--- src/rtl/multicycle_control_fsm_pkg.sv ---
// rtl/multicycle_control_fsm_pkg.sv - shared encodings and control bundle for the multi-cycle controller
package multicycle_control_fsm_pkg;

   typedef enum logic [2:0] {
      ST_FETCH  = 3'd0,
      ST_DECODE = 3'd1,
      ST_EXEC   = 3'd2,
      ST_MEM    = 3'd3,
      ST_WB     = 3'd4,
      ST_TRAP   = 3'd5,
      ST_BUSERR = 3'd6
   } state_t;

   localparam logic [5:0] OP_RTYPE = 6'h00;
   localparam logic [5:0] OP_J     = 6'h02;
   localparam logic [5:0] OP_JAL   = 6'h03;
   localparam logic [5:0] OP_BEQ   = 6'h04;
   localparam logic [5:0] OP_BNE   = 6'h05;
   localparam logic [5:0] OP_ADDI  = 6'h08;
   localparam logic [5:0] OP_ANDI  = 6'h0c;
   localparam logic [5:0] OP_ORI   = 6'h0d;
   localparam logic [5:0] OP_LUI   = 6'h0f;
   localparam logic [5:0] OP_LB    = 6'h20;
   localparam logic [5:0] OP_LH    = 6'h21;
   localparam logic [5:0] OP_LW    = 6'h23;
   localparam logic [5:0] OP_LBU   = 6'h24;
   localparam logic [5:0] OP_LHU   = 6'h25;
   localparam logic [5:0] OP_SB    = 6'h28;
   localparam logic [5:0] OP_SH    = 6'h29;
   localparam logic [5:0] OP_SW    = 6'h2b;

   localparam logic [5:0] FN_SLL = 6'h00;
   localparam logic [5:0] FN_SRL = 6'h02;
   localparam logic [5:0] FN_ADD = 6'h20;
   localparam logic [5:0] FN_SUB = 6'h22;
   localparam logic [5:0] FN_AND = 6'h24;
   localparam logic [5:0] FN_OR  = 6'h25;
   localparam logic [5:0] FN_SLT = 6'h2a;

   localparam logic [3:0] ALU_AND = 4'b0000;
   localparam logic [3:0] ALU_OR  = 4'b0001;
   localparam logic [3:0] ALU_ADD = 4'b0010;
   localparam logic [3:0] ALU_SUB = 4'b0110;
   localparam logic [3:0] ALU_SLT = 4'b0111;
   localparam logic [3:0] ALU_SLL = 4'b1000;
   localparam logic [3:0] ALU_SRL = 4'b1001;
   localparam logic [3:0] ALU_LUI = 4'b1010;

   // mem_wr is internal only; it marks stores and drives dmem_wr during MEM
   typedef struct packed {
      logic       reg_dst;
      logic       alu_src;
      logic       ext_op;
      logic       mem_to_reg;
      logic       mem_wr;
      logic       branch;
      logic       branch_ne;
      logic       jump;
      logic       jal_instr;
      logic       mem_byte_op;
      logic       mem_halfword_op;
      logic       mem_sign_ext;
      logic [3:0] alu_ctrl;
   } ctrl_t;

endpackage

--- src/rtl/multicycle_control_fsm_if.sv ---
// rtl/multicycle_control_fsm_if.sv - instruction/data memory request-acknowledge bundle
interface multicycle_control_fsm_if;
   logic [31:0] instr;
   logic        instr_req;
   logic        instr_ack;
   logic        dmem_req;
   logic        dmem_wr;
   logic        dmem_ack;

   modport master (
      output instr_req, dmem_req, dmem_wr,
      input  instr, instr_ack, dmem_ack
   );

   modport slave (
      input  instr_req, dmem_req, dmem_wr,
      output instr, instr_ack, dmem_ack
   );
endinterface

--- src/rtl/multicycle_control_fsm_instr_decoder.sv ---
// rtl/multicycle_control_fsm_instr_decoder.sv - combinational opcode/funct to control bundle decode
module multicycle_control_fsm_instr_decoder
   import multicycle_control_fsm_pkg::*;
(
   input  logic [5:0] opcode,
   input  logic [5:0] funct,
   output ctrl_t      ctrl,
   output logic       illegal
);

   always_comb begin
      ctrl    = '0;
      illegal = 1'b0;
      case (opcode)
         OP_RTYPE: begin
            ctrl.reg_dst = 1'b1;
            case (funct)
               FN_ADD:  ctrl.alu_ctrl = ALU_ADD;
               FN_SUB:  ctrl.alu_ctrl = ALU_SUB;
               FN_AND:  ctrl.alu_ctrl = ALU_AND;
               FN_OR:   ctrl.alu_ctrl = ALU_OR;
               FN_SLT:  ctrl.alu_ctrl = ALU_SLT;
               FN_SLL:  ctrl.alu_ctrl = ALU_SLL;
               FN_SRL:  ctrl.alu_ctrl = ALU_SRL;
               default: illegal = 1'b1;
            endcase
         end
         OP_ADDI: begin
            ctrl.alu_src  = 1'b1;
            ctrl.ext_op   = 1'b1;
            ctrl.alu_ctrl = ALU_ADD;
         end
         OP_ANDI: begin
            ctrl.alu_src  = 1'b1;
            ctrl.alu_ctrl = ALU_AND;
         end
         OP_ORI: begin
            ctrl.alu_src  = 1'b1;
            ctrl.alu_ctrl = ALU_OR;
         end
         OP_LUI: begin
            ctrl.alu_src  = 1'b1;
            ctrl.alu_ctrl = ALU_LUI;
         end
         OP_LW, OP_LB, OP_LBU, OP_LH, OP_LHU: begin
            ctrl.alu_src         = 1'b1;
            ctrl.ext_op          = 1'b1;
            ctrl.mem_to_reg      = 1'b1;
            ctrl.alu_ctrl        = ALU_ADD;
            ctrl.mem_byte_op     = (opcode == OP_LB) || (opcode == OP_LBU);
            ctrl.mem_halfword_op = (opcode == OP_LH) || (opcode == OP_LHU);
            ctrl.mem_sign_ext    = (opcode == OP_LB) || (opcode == OP_LH);
         end
         OP_SW, OP_SB, OP_SH: begin
            ctrl.alu_src         = 1'b1;
            ctrl.ext_op          = 1'b1;
            ctrl.mem_wr          = 1'b1;
            ctrl.alu_ctrl        = ALU_ADD;
            ctrl.mem_byte_op     = (opcode == OP_SB);
            ctrl.mem_halfword_op = (opcode == OP_SH);
         end
         OP_BEQ, OP_BNE: begin
            ctrl.ext_op    = 1'b1;
            ctrl.branch    = 1'b1;
            ctrl.branch_ne = (opcode == OP_BNE);
            ctrl.alu_ctrl  = ALU_SUB;
         end
         OP_J: begin
            ctrl.jump = 1'b1;
         end
         OP_JAL: begin
            ctrl.jump      = 1'b1;
            ctrl.jal_instr = 1'b1;
         end
         default: illegal = 1'b1;
      endcase
      if (illegal) begin
         ctrl = '0;
      end
   end

endmodule

--- src/rtl/multicycle_control_fsm.sv ---
// rtl/multicycle_control_fsm.sv - multi-cycle FETCH/DECODE/EXEC/MEM/WB controller with ack timeout and stall
module multicycle_control_fsm
   import multicycle_control_fsm_pkg::*;
#(
   parameter int TIMEOUT    = 16,
   parameter int ALU_CTRL_W = 4
) (
   input  logic                     clk,
   input  logic                     reset_n,
   input  logic                     stall,
   multicycle_control_fsm_if.master bus,
   output logic                     ir_wr,
   output logic                     pc_wr,
   output logic                     reg_wr,
   output logic                     reg_dst,
   output logic                     alu_src,
   output logic                     ext_op,
   output logic                     mem_to_reg,
   output logic                     branch,
   output logic                     branch_ne,
   output logic                     jump,
   output logic                     jal_instr,
   output logic                     mem_byte_op,
   output logic                     mem_halfword_op,
   output logic                     mem_sign_ext,
   output logic [ALU_CTRL_W-1:0]    alu_ctrl,
   output logic                     illegal_instr,
   output logic                     bus_error,
   output logic [2:0]               state
);

   localparam int              CNT_W    = (TIMEOUT > 1) ? $clog2(TIMEOUT) : 1;
   localparam logic [CNT_W-1:0] CNT_LAST = CNT_W'((TIMEOUT > 0) ? TIMEOUT - 1 : 0);

   state_t           state_q, state_d;
   logic [CNT_W-1:0] cnt_q, cnt_d;
   ctrl_t            ctrl_q, ctrl_d, dec_ctrl;
   logic             illegal_q, illegal_d, dec_illegal;
   logic             waiting;
   logic             unused_instr_bits;

   // Decoding the word at capture lets the registered controls be valid from DECODE on
   multicycle_control_fsm_instr_decoder u_decoder (
      .opcode  (bus.instr[31:26]),
      .funct   (bus.instr[5:0]),
      .ctrl    (dec_ctrl),
      .illegal (dec_illegal)
   );

   assign unused_instr_bits = ^bus.instr[25:6];

   assign waiting = ((state_q == ST_FETCH) && !bus.instr_ack) ||
                    ((state_q == ST_MEM)   && !bus.dmem_ack);

   always_comb begin
      state_d   = state_q;
      cnt_d     = cnt_q;
      ctrl_d    = ctrl_q;
      illegal_d = illegal_q;
      if (!stall) begin
         case (state_q)
            ST_FETCH: begin
               if (bus.instr_ack) begin
                  state_d   = ST_DECODE;
                  ctrl_d    = dec_ctrl;
                  illegal_d = dec_illegal;
               end
            end
            ST_DECODE: state_d = illegal_q ? ST_TRAP : ST_EXEC;
            ST_EXEC: begin
               if (ctrl_q.mem_to_reg || ctrl_q.mem_wr) begin
                  state_d = ST_MEM;
               end else if (ctrl_q.branch || ctrl_q.jump) begin
                  state_d = ST_FETCH;
               end else begin
                  state_d = ST_WB;
               end
            end
            ST_MEM: begin
               if (bus.dmem_ack) begin
                  state_d = ctrl_q.mem_wr ? ST_FETCH : ST_WB;
               end
            end
            ST_WB:   state_d = ST_FETCH;
            default: state_d = state_q;
         endcase

         if ((TIMEOUT != 0) && waiting) begin
            if (cnt_q == CNT_LAST) begin
               state_d = ST_BUSERR;
               cnt_d   = '0;
            end else begin
               cnt_d = cnt_q + CNT_W'(1);
            end
         end else begin
            cnt_d = '0;
         end

         // Controls are held only for the life of one instruction
         if ((state_d == ST_FETCH) && (state_q != ST_FETCH)) begin
            ctrl_d = '0;
         end
      end
   end

   always_ff @(posedge clk or negedge reset_n) begin
      if (!reset_n) begin
         state_q   <= ST_FETCH;
         cnt_q     <= '0;
         ctrl_q    <= '0;
         illegal_q <= 1'b0;
      end else begin
         state_q   <= state_d;
         cnt_q     <= cnt_d;
         ctrl_q    <= ctrl_d;
         illegal_q <= illegal_d;
      end
   end

   // Pulses that complete on an ack must appear in the ack cycle, so they combine the state register with the ack
   assign ir_wr  = reset_n && !stall && (state_q == ST_FETCH) && bus.instr_ack;
   assign pc_wr  = !stall && (((state_q == ST_EXEC) && (ctrl_q.branch || ctrl_q.jump)) ||
                              ((state_q == ST_MEM) && bus.dmem_ack && ctrl_q.mem_wr) ||
                              (state_q == ST_WB));
   assign reg_wr = !stall && (((state_q == ST_EXEC) && ctrl_q.jal_instr) || (state_q == ST_WB));

   assign bus.instr_req = (state_q == ST_FETCH);
   assign bus.dmem_req  = (state_q == ST_MEM);
   assign bus.dmem_wr   = (state_q == ST_MEM) && ctrl_q.mem_wr;

   assign reg_dst         = ctrl_q.reg_dst;
   assign alu_src         = ctrl_q.alu_src;
   assign ext_op          = ctrl_q.ext_op;
   assign mem_to_reg      = ctrl_q.mem_to_reg;
   assign branch          = ctrl_q.branch;
   assign branch_ne       = ctrl_q.branch_ne;
   assign jump            = ctrl_q.jump;
   assign jal_instr       = ctrl_q.jal_instr;
   assign mem_byte_op     = ctrl_q.mem_byte_op;
   assign mem_halfword_op = ctrl_q.mem_halfword_op;
   assign mem_sign_ext    = ctrl_q.mem_sign_ext;
   assign alu_ctrl        = ALU_CTRL_W'(ctrl_q.alu_ctrl);

   assign illegal_instr = (state_q == ST_TRAP);
   assign bus_error     = (state_q == ST_BUSERR);
   assign state         = state_q;

endmodule

--- src/flat_wrapper.sv ---
// flat-port wrapper written by rule: the top's interface ports become plain ports
module multicycle_control_fsm_flat import multicycle_control_fsm_pkg::*;
#(
   parameter int TIMEOUT    = 16,
   parameter int ALU_CTRL_W = 4
)
  (clk, reset_n, stall, ir_wr, pc_wr, reg_wr, reg_dst, alu_src, ext_op, mem_to_reg, branch, branch_ne, jump, jal_instr, mem_byte_op, mem_halfword_op, mem_sign_ext, alu_ctrl, illegal_instr, bus_error, state, bus_instr_req, bus_dmem_req, bus_dmem_wr, bus_instr, bus_instr_ack, bus_dmem_ack);
  multicycle_control_fsm_if bus_i ();
  input  logic clk;
  input  logic reset_n;
  input  logic stall;
  output logic ir_wr;
  output logic pc_wr;
  output logic reg_wr;
  output logic reg_dst;
  output logic alu_src;
  output logic ext_op;
  output logic mem_to_reg;
  output logic branch;
  output logic branch_ne;
  output logic jump;
  output logic jal_instr;
  output logic mem_byte_op;
  output logic mem_halfword_op;
  output logic mem_sign_ext;
  output logic [ALU_CTRL_W-1:0] alu_ctrl;
  output logic illegal_instr;
  output logic bus_error;
  output logic [2:0] state;
  output wire logic [$bits(bus_i.instr_req)-1:0] bus_instr_req;
  output wire logic [$bits(bus_i.dmem_req)-1:0] bus_dmem_req;
  output wire logic [$bits(bus_i.dmem_wr)-1:0] bus_dmem_wr;
  input wire logic [$bits(bus_i.instr)-1:0] bus_instr;
  input wire logic [$bits(bus_i.instr_ack)-1:0] bus_instr_ack;
  input wire logic [$bits(bus_i.dmem_ack)-1:0] bus_dmem_ack;
  assign bus_instr_req = bus_i.instr_req;
  assign bus_dmem_req = bus_i.dmem_req;
  assign bus_dmem_wr = bus_i.dmem_wr;
  assign bus_i.instr = bus_instr;
  assign bus_i.instr_ack = bus_instr_ack;
  assign bus_i.dmem_ack = bus_dmem_ack;
  multicycle_control_fsm #(.TIMEOUT(TIMEOUT), .ALU_CTRL_W(ALU_CTRL_W)) u_core (.clk(clk), .reset_n(reset_n), .stall(stall), .bus(bus_i), .ir_wr(ir_wr), .pc_wr(pc_wr), .reg_wr(reg_wr), .reg_dst(reg_dst), .alu_src(alu_src), .ext_op(ext_op), .mem_to_reg(mem_to_reg), .branch(branch), .branch_ne(branch_ne), .jump(jump), .jal_instr(jal_instr), .mem_byte_op(mem_byte_op), .mem_halfword_op(mem_halfword_op), .mem_sign_ext(mem_sign_ext), .alu_ctrl(alu_ctrl), .illegal_instr(illegal_instr), .bus_error(bus_error), .state(state));
endmodule
--- config.mk ---
export PLATFORM = sky130hd
export DESIGN_NAME = multicycle_control_fsm_flat
export DESIGN_NICKNAME = d
export VERILOG_FILES = /design/src/rtl/multicycle_control_fsm_pkg.sv /design/src/rtl/multicycle_control_fsm_if.sv /design/src/rtl/multicycle_control_fsm_instr_decoder.sv /design/src/rtl/multicycle_control_fsm.sv /design/src/flat_wrapper.sv
export SDC_FILE = /design/constraint.sdc
export NUM_CORES = 1
export LEC_CHECK = 0
export ABC_CLOCK_PERIOD_IN_PS = 5100
export CAP_MARGIN = 20
export CORE_MARGIN = 1
export CORE_UTILIZATION = 35
export CTS_BUF_LIST = sky130_fd_sc_hd__clkbuf_16
export DETAILED_ROUTE_END_ITERATION = 8
export PLACE_DENSITY = 0.77
export SYNTH_ARGS = -nofsm -noshare
export SYNTH_HDL_FRONTEND = slang
export SYNTH_SLANG_ARGS = --single-unit
--- constraint.sdc ---
create_clock -name clk -period 5.1 [get_ports clk]
set_input_delay 1.02 -clock clk [delete_from_list [all_inputs] [get_ports clk]]
set_output_delay 1.02 -clock clk [all_outputs]
set_load 0.03 [all_outputs]
==> results of run 1 <==
metal layers:
layer  global-route usage  vias up
met2                0.252       46
met1                0.237      720
met4               0.0400        0
li1                     -      749
met5                    0        -
met3               0.0274        5
power breakdown:
group	internal [mW]	switching, mW
Sequential	0.213	0.0617
Clock	0.105	0.0643
Combinational	0.151	0.189
cell type report:
type	count	area, um2
clock inverters	1	3.75
inverters	6	22.5
multi-input cells	135	901
repair buffers	44	435
well taps	52	65.1
fillers	449	2280
flip-flops and latches	24	601
clock buffers	3	75.1
synth_stat cells, drive strengths merged, types with 3 or more instances:
cell	number	area share
a21oi	9	0.028
a22o	5	0.027
a32o	6	0.037
and2	6	0.025
buf	7	0.032
clkbuf	10	0.023
dfrtp	24	0.37
inv	6	0.014
nand2	12	0.028
nand2b	6	0.023
nand3	3	0.0093
nor2	16	0.037
nor2b	5	0.019
nor3	6	0.019
o21ai	10	0.031
o2bb2ai	6	0.033
or3	4	0.019
how the worst min path moves through the flow:
| stage | startpoint | to | slack (ns) | cells after the start |
|---|---|---|---|---|
| detailed placement | u_core.reg_dst$_DFFE_PN0P_ | u_core.reg_dst$_DFFE_PN0P_ | 0.48 | 1 |
| global route | u_core.branch_ne$_DFFE_PN0P_ | u_core.branch_ne$_DFFE_PN0P_ | 0.51 | 1 |
| floorplan | u_core.alu_ctrl[2]$_DFFE_PN0P_ | u_core.alu_ctrl[2]$_DFFE_PN0P_ | 0.46 | 1 |
| CTS | u_core.branch_ne$_DFFE_PN0P_ | u_core.branch_ne$_DFFE_PN0P_ | 0.50 | 1 |
| finish | u_core.mem_halfword_op$_DFFE_PN0P_ | u_core.mem_halfword_op$_DFFE_PN0P_ | 0.50 | 1 |
| global placement | u_core.mem_byte_op$_DFFE_PN0P_ | u_core.mem_byte_op$_DFFE_PN0P_ | 0.48 | 1 |
cells by family after synthesis:
family                     after synthesis  synth area share
and+or+nand+nor                         73             0.254
AOI/OAI and AO/OA                       59             0.284
DFF                                     24             0.372
buffers and inverters                   23            0.0690
xor gates and xnor gates                 1           0.00543
muxes                                    1           0.00698
adders and majority gates                1           0.00776
metrics by stage:
stage	hold WS, ns	setup slack [ns]	cells
floorplan	0.457	2.15	182
CTS	0.499	0.980	265
global route	0.513	0.879	265
finish	0.495	0.975	265
global placement	0.480	0.991	261
detailed placement	0.484	0.995	261
==> out/metrics.cfg, run 1 <==
[floorplanning]
die-area_mm2=0.00488
io_pins=63
fp-row-count=24
die_w_um=69.9
initial_core_util=0.368
coreArea_mm2=0.00438
die_h_um=69.9

[drt]
detail_route.vias_per_cell=5.74
ant_nets=0
drtIter0Drc=117
wl_um=3810
highest_layer=met4
route.met2.wl_um=1750
met1_length_um=1830
drc=0
wl_per_cell_um=14.4
dr.pass1.iters=4
wl_met3_um=176
vias=1520

[layout]
final_area_mm2=0.00210
nNetsFinal=252
syn_to_final_growth_pct=30.4
utilization=0.480
layout_common_cells=clkdlybuf4s50_1 (42), dfrtp_1 (24), nor2_1 (16)
layout_commonest_cell=clkdlybuf4s50_1
num_antenna_cells=0
drive_gt1_frac=0.0610

[power]
p_per_area_mw_per_mm2=372
power_leakage_nw=0.831
ir_worst_vdd_mv=0.164
p_total_uw=783

[worst_setup_path]
crit_path_start=bus_instr_ack
critPathTopFamily=buffers and inverters
required_ns=4.08
crit_chain=clkdlybuf4s50_1 -> or3b_1 -> nor3_1 -> and2_1 -> clkdlybuf4s50_1
endpoint=ir_wr
cp.depth=5
cp-start-kind=input port
worstReg2RegStart=u_core.state[0]$_DFFE_PN0N_
rr_endpoint=u_core.ctrl_q[11]$_DFFE_PN0P_
r2r_cells=5
cp_slowest_stage_delay_ns=0.66
worstPathArrival_ns=3.10
end_kind=primary output
r2r_setup_slack_ns=2.63
crit_path_top_delay_cell=clkdlybuf4s50_1
path_class=input port to primary output
crit_path_max_fanout=3
cp.buffers_inverters=2
critPathMostFrequentCell=clkdlybuf4s50_1

[timing]
fmax_mhz=242
tightest_slew_ns=0.699
setup_viol=0
post-route-period-util=0.809
slew_violations=0
finalHoldViolCount=0
skew_ns=0.00347
timing.setup.tns_ns=0
rsz0062_at_grt=false
post-route-min-period_ns=4.12
slew_headroom=0.534

[placement]
hpwl_um=2710
portBuffers=42
placed_cell_area_mm2=0.00202
gp_congestion=0.816

[status]
status=completed

[cts]
ctsResizeCount=0
cts_setup_buffers=0
clk_path_buf_depth=2
clk_pin_slew_ns=0.06
cts_root_buf=clkbuf_16
numClockSinks=24
tritoncts=built
postCtsHoldBufs=0
htreeDepth=1
cts_buffers=3
clkLatencyLatePin_ns=0.26

[synth]
ys_warn_count=0
synth_fp_nets=220
synth.avg_cell_area_um2=8.86
syn_area_mm2=0.00161
netlist_instances=182
synth-async-reset-ratio=1.00
dominantRegCellSynth=dfrtp_1
synth_cell_types=53
ys_seq_area_frac=0.372
synth-seq-cells=24
synth_edf_count=0

[run]
maxCapViolations=0

[worst_hold_path]
hold_path_class=register to register

[global_routing]
antenna_found_initial=0
grt_first_pass_wirelength_um=6500
grt_max_degree=26
grt_overflow_total=0
grt_usage=0.163
grt_pass1_vias=1349

No activity file was read; power rests on OpenSTA's default activity.
==> run 2: changes to the inputs <==
Settings changed: ABC_CLOCK_PERIOD_IN_PS 5100 to 3500, PLACE_DENSITY 0.77 to 0.79.
Clock period 5.1 ns to 3.5 ns, I/O delays scaled along.
==> run 2 against run 1 <==
Global-route usage up 0.67 points. Non-clock buffer count up 7. Power up 48%. Sequential share of layout area down 0.65 points. Clock power up 43%. Flip-flop and latch count unchanged. Core utilization up 1.1 points. Register-to-register slack worse by 1.4 ns. Count of clock-buffer cells in the layout unchanged. Combinational power up 59%. Cell count up 2.3%. Critical endpoint unchanged.
==> out/metrics.cfg, run 2 (synthesized netlist as in run 1, its figures left out) <==
[worst_hold_path]
min_to=u_core.branch_ne$_DFFE_PN0P_
hold_path_class=register to register
min_path_cells=1
worstHoldStart=u_core.branch_ne$_DFFE_PN0P_

[placement]
placed_cell_area_mm2=0.00208
portBuffers=42
hpwl_um=2870
gp_congestion=0.828
pre_cts_ws_ns=0.146
place_inst=268

[layout]
drive_gt1_frac=0.0913
final_cell_count_no_fill=271
layout_commonest_cell=clkdlybuf4s50_1
layout_common_cells=clkdlybuf4s50_1 (42), dfrtp_1 (24), nor2_1 (16)
multi_input_area_um2=901
final_area_mm2=0.00215
n_fill_cell=445
syn_to_final_growth_pct=33.4
seq_area_um2=601
nNetsFinal=259
num_antenna_cells=0

[cts]
cts_setup_buffers=0
clk_pin_slew_ns=0.06
numClockSinks=24
clkLatencyLatePin_ns=0.25
tritoncts=built
clk_path_buf_depth=2
cts_buffers=3
htreeDepth=1
cts_root_buf=clkbuf_16
postCtsHoldBufs=0
ctsResizeCount=0

[timing]
setup_viol=0
skew_ns=0.00174
fmax_mhz=299
post-route-period-util=0.955
finalHoldViolCount=0
slew_violations=0
post-route-min-period_ns=3.34
rsz0062_at_grt=false
fin_ws_ns=0.156
tightest_slew_ns=0.694
timing.setup.tns_ns=0
slew_headroom=0.538

[worst_setup_path]
cp_slowest_stage_delay_ns=0.66
r2r_setup_slack_ns=1.22
cp-start-kind=input port
crit_path_max_fanout=3
crit_chain=clkdlybuf4s50_1 -> or3b_1 -> nor3_1 -> and2_1 -> clkdlybuf4s50_1
cp.buffers_inverters=2
path_class=input port to primary output
critPathTopFamily=buffers and inverters
crit_path_top_delay_cell=clkdlybuf4s50_1
worstPathArrival_ns=2.64
required_ns=2.80
end_kind=primary output
worstReg2RegStart=u_core.state[2]$_DFFE_PN0N_
r2r_cells=5
rr_endpoint=u_core.alu_ctrl[1]$_DFFE_PN0P_
critPathMostFrequentCell=clkdlybuf4s50_1

[power]
power_leakage_nw=0.864
p_total_mw=1.16
ir_worst_vdd_mv=0.248
p_per_area_mw_per_mm2=537

[global_routing]
grt_pass1_vias=1432
grt_first_pass_wirelength_um=6690
grt_usage=0.169
grt_max_degree=25
grt_overflow_total=0
antenna_found_initial=0

[floorplanning]
die_h_um=69.9
initial_core_util=0.368
die_w_um=69.9
die-area_mm2=0.00488
io_pins=63
coreArea_mm2=0.00438
fp-row-count=24

[drt]
drtIter0Drc=118
vias=1540
drc=0
dr.pass1.iters=4
wl_per_cell_um=14.2
detail_route.vias_per_cell=5.68
wl_um=3850
ant_nets=0

[run]
maxCapViolations=0

[status]
status=completed

run 2: worst max-delay path by stage:
stage / startpoint / end / cells past startpoint
2_1_floorplan: u_core.state[2]$_DFFE_PN0N_ / reg_wr / 4
3_3_place_gp: bus_instr_ack / ir_wr / 5
3_5_place_dp: bus_instr_ack / ir_wr / 5
4_1_cts: bus_instr_ack / ir_wr / 5
5_1_grt: bus_instr_ack / ir_wr / 5
6_report: bus_instr_ack / ir_wr / 5
run 2: metal layers:
layer  part of all wire  vias up  GRT usage  wire length [um]
li1                   -      761          -                 -
met1               0.47      736      0.234              1830
met2               0.47       39      0.269              1820
met3              0.040        4     0.0303               155
met4              0.012        0     0.0533                46
met5                  0        -          0                 0
run 2: layout make-up:
| type | instances | share of cell area |
|---|---|---|
| multi-input cells | 135 | 0.419 |
| flip-flops and latches | 24 | 0.279 |
| repair buffers | 51 | 0.227 |
| clock buffers | 3 | 0.0349 |
| well taps | 52 | 0.0302 |
| inverters | 6 | 0.0105 |
run 2: power by group:
| part | total (mW) | leakage (nW) | internal (mW) | switching, mW |
|---|---|---|---|---|
| sequential | 0.373 | 0.325 | 0.310 | 0.0623 |
| clock | 0.241 | 0.0370 | 0.151 | 0.0902 |
| combinational | 0.542 | 0.502 | 0.232 | 0.310 |
run 2: per-stage QoR:
step                      hold WS [ns]  utilization
final                            0.495        0.491
after global routing             0.517        0.491
after CTS                        0.498        0.491
after detailed placement         0.485        0.474
after global placement           0.475        0.474
after floorplan                  0.404            -
==> run 3: changes to the inputs <==
Settings changed: GPL_ROUTABILITY_DRIVEN set to 0.
==> results of run 3 <==
No change in the layout: final DEF, timing and power equal those of run 2.
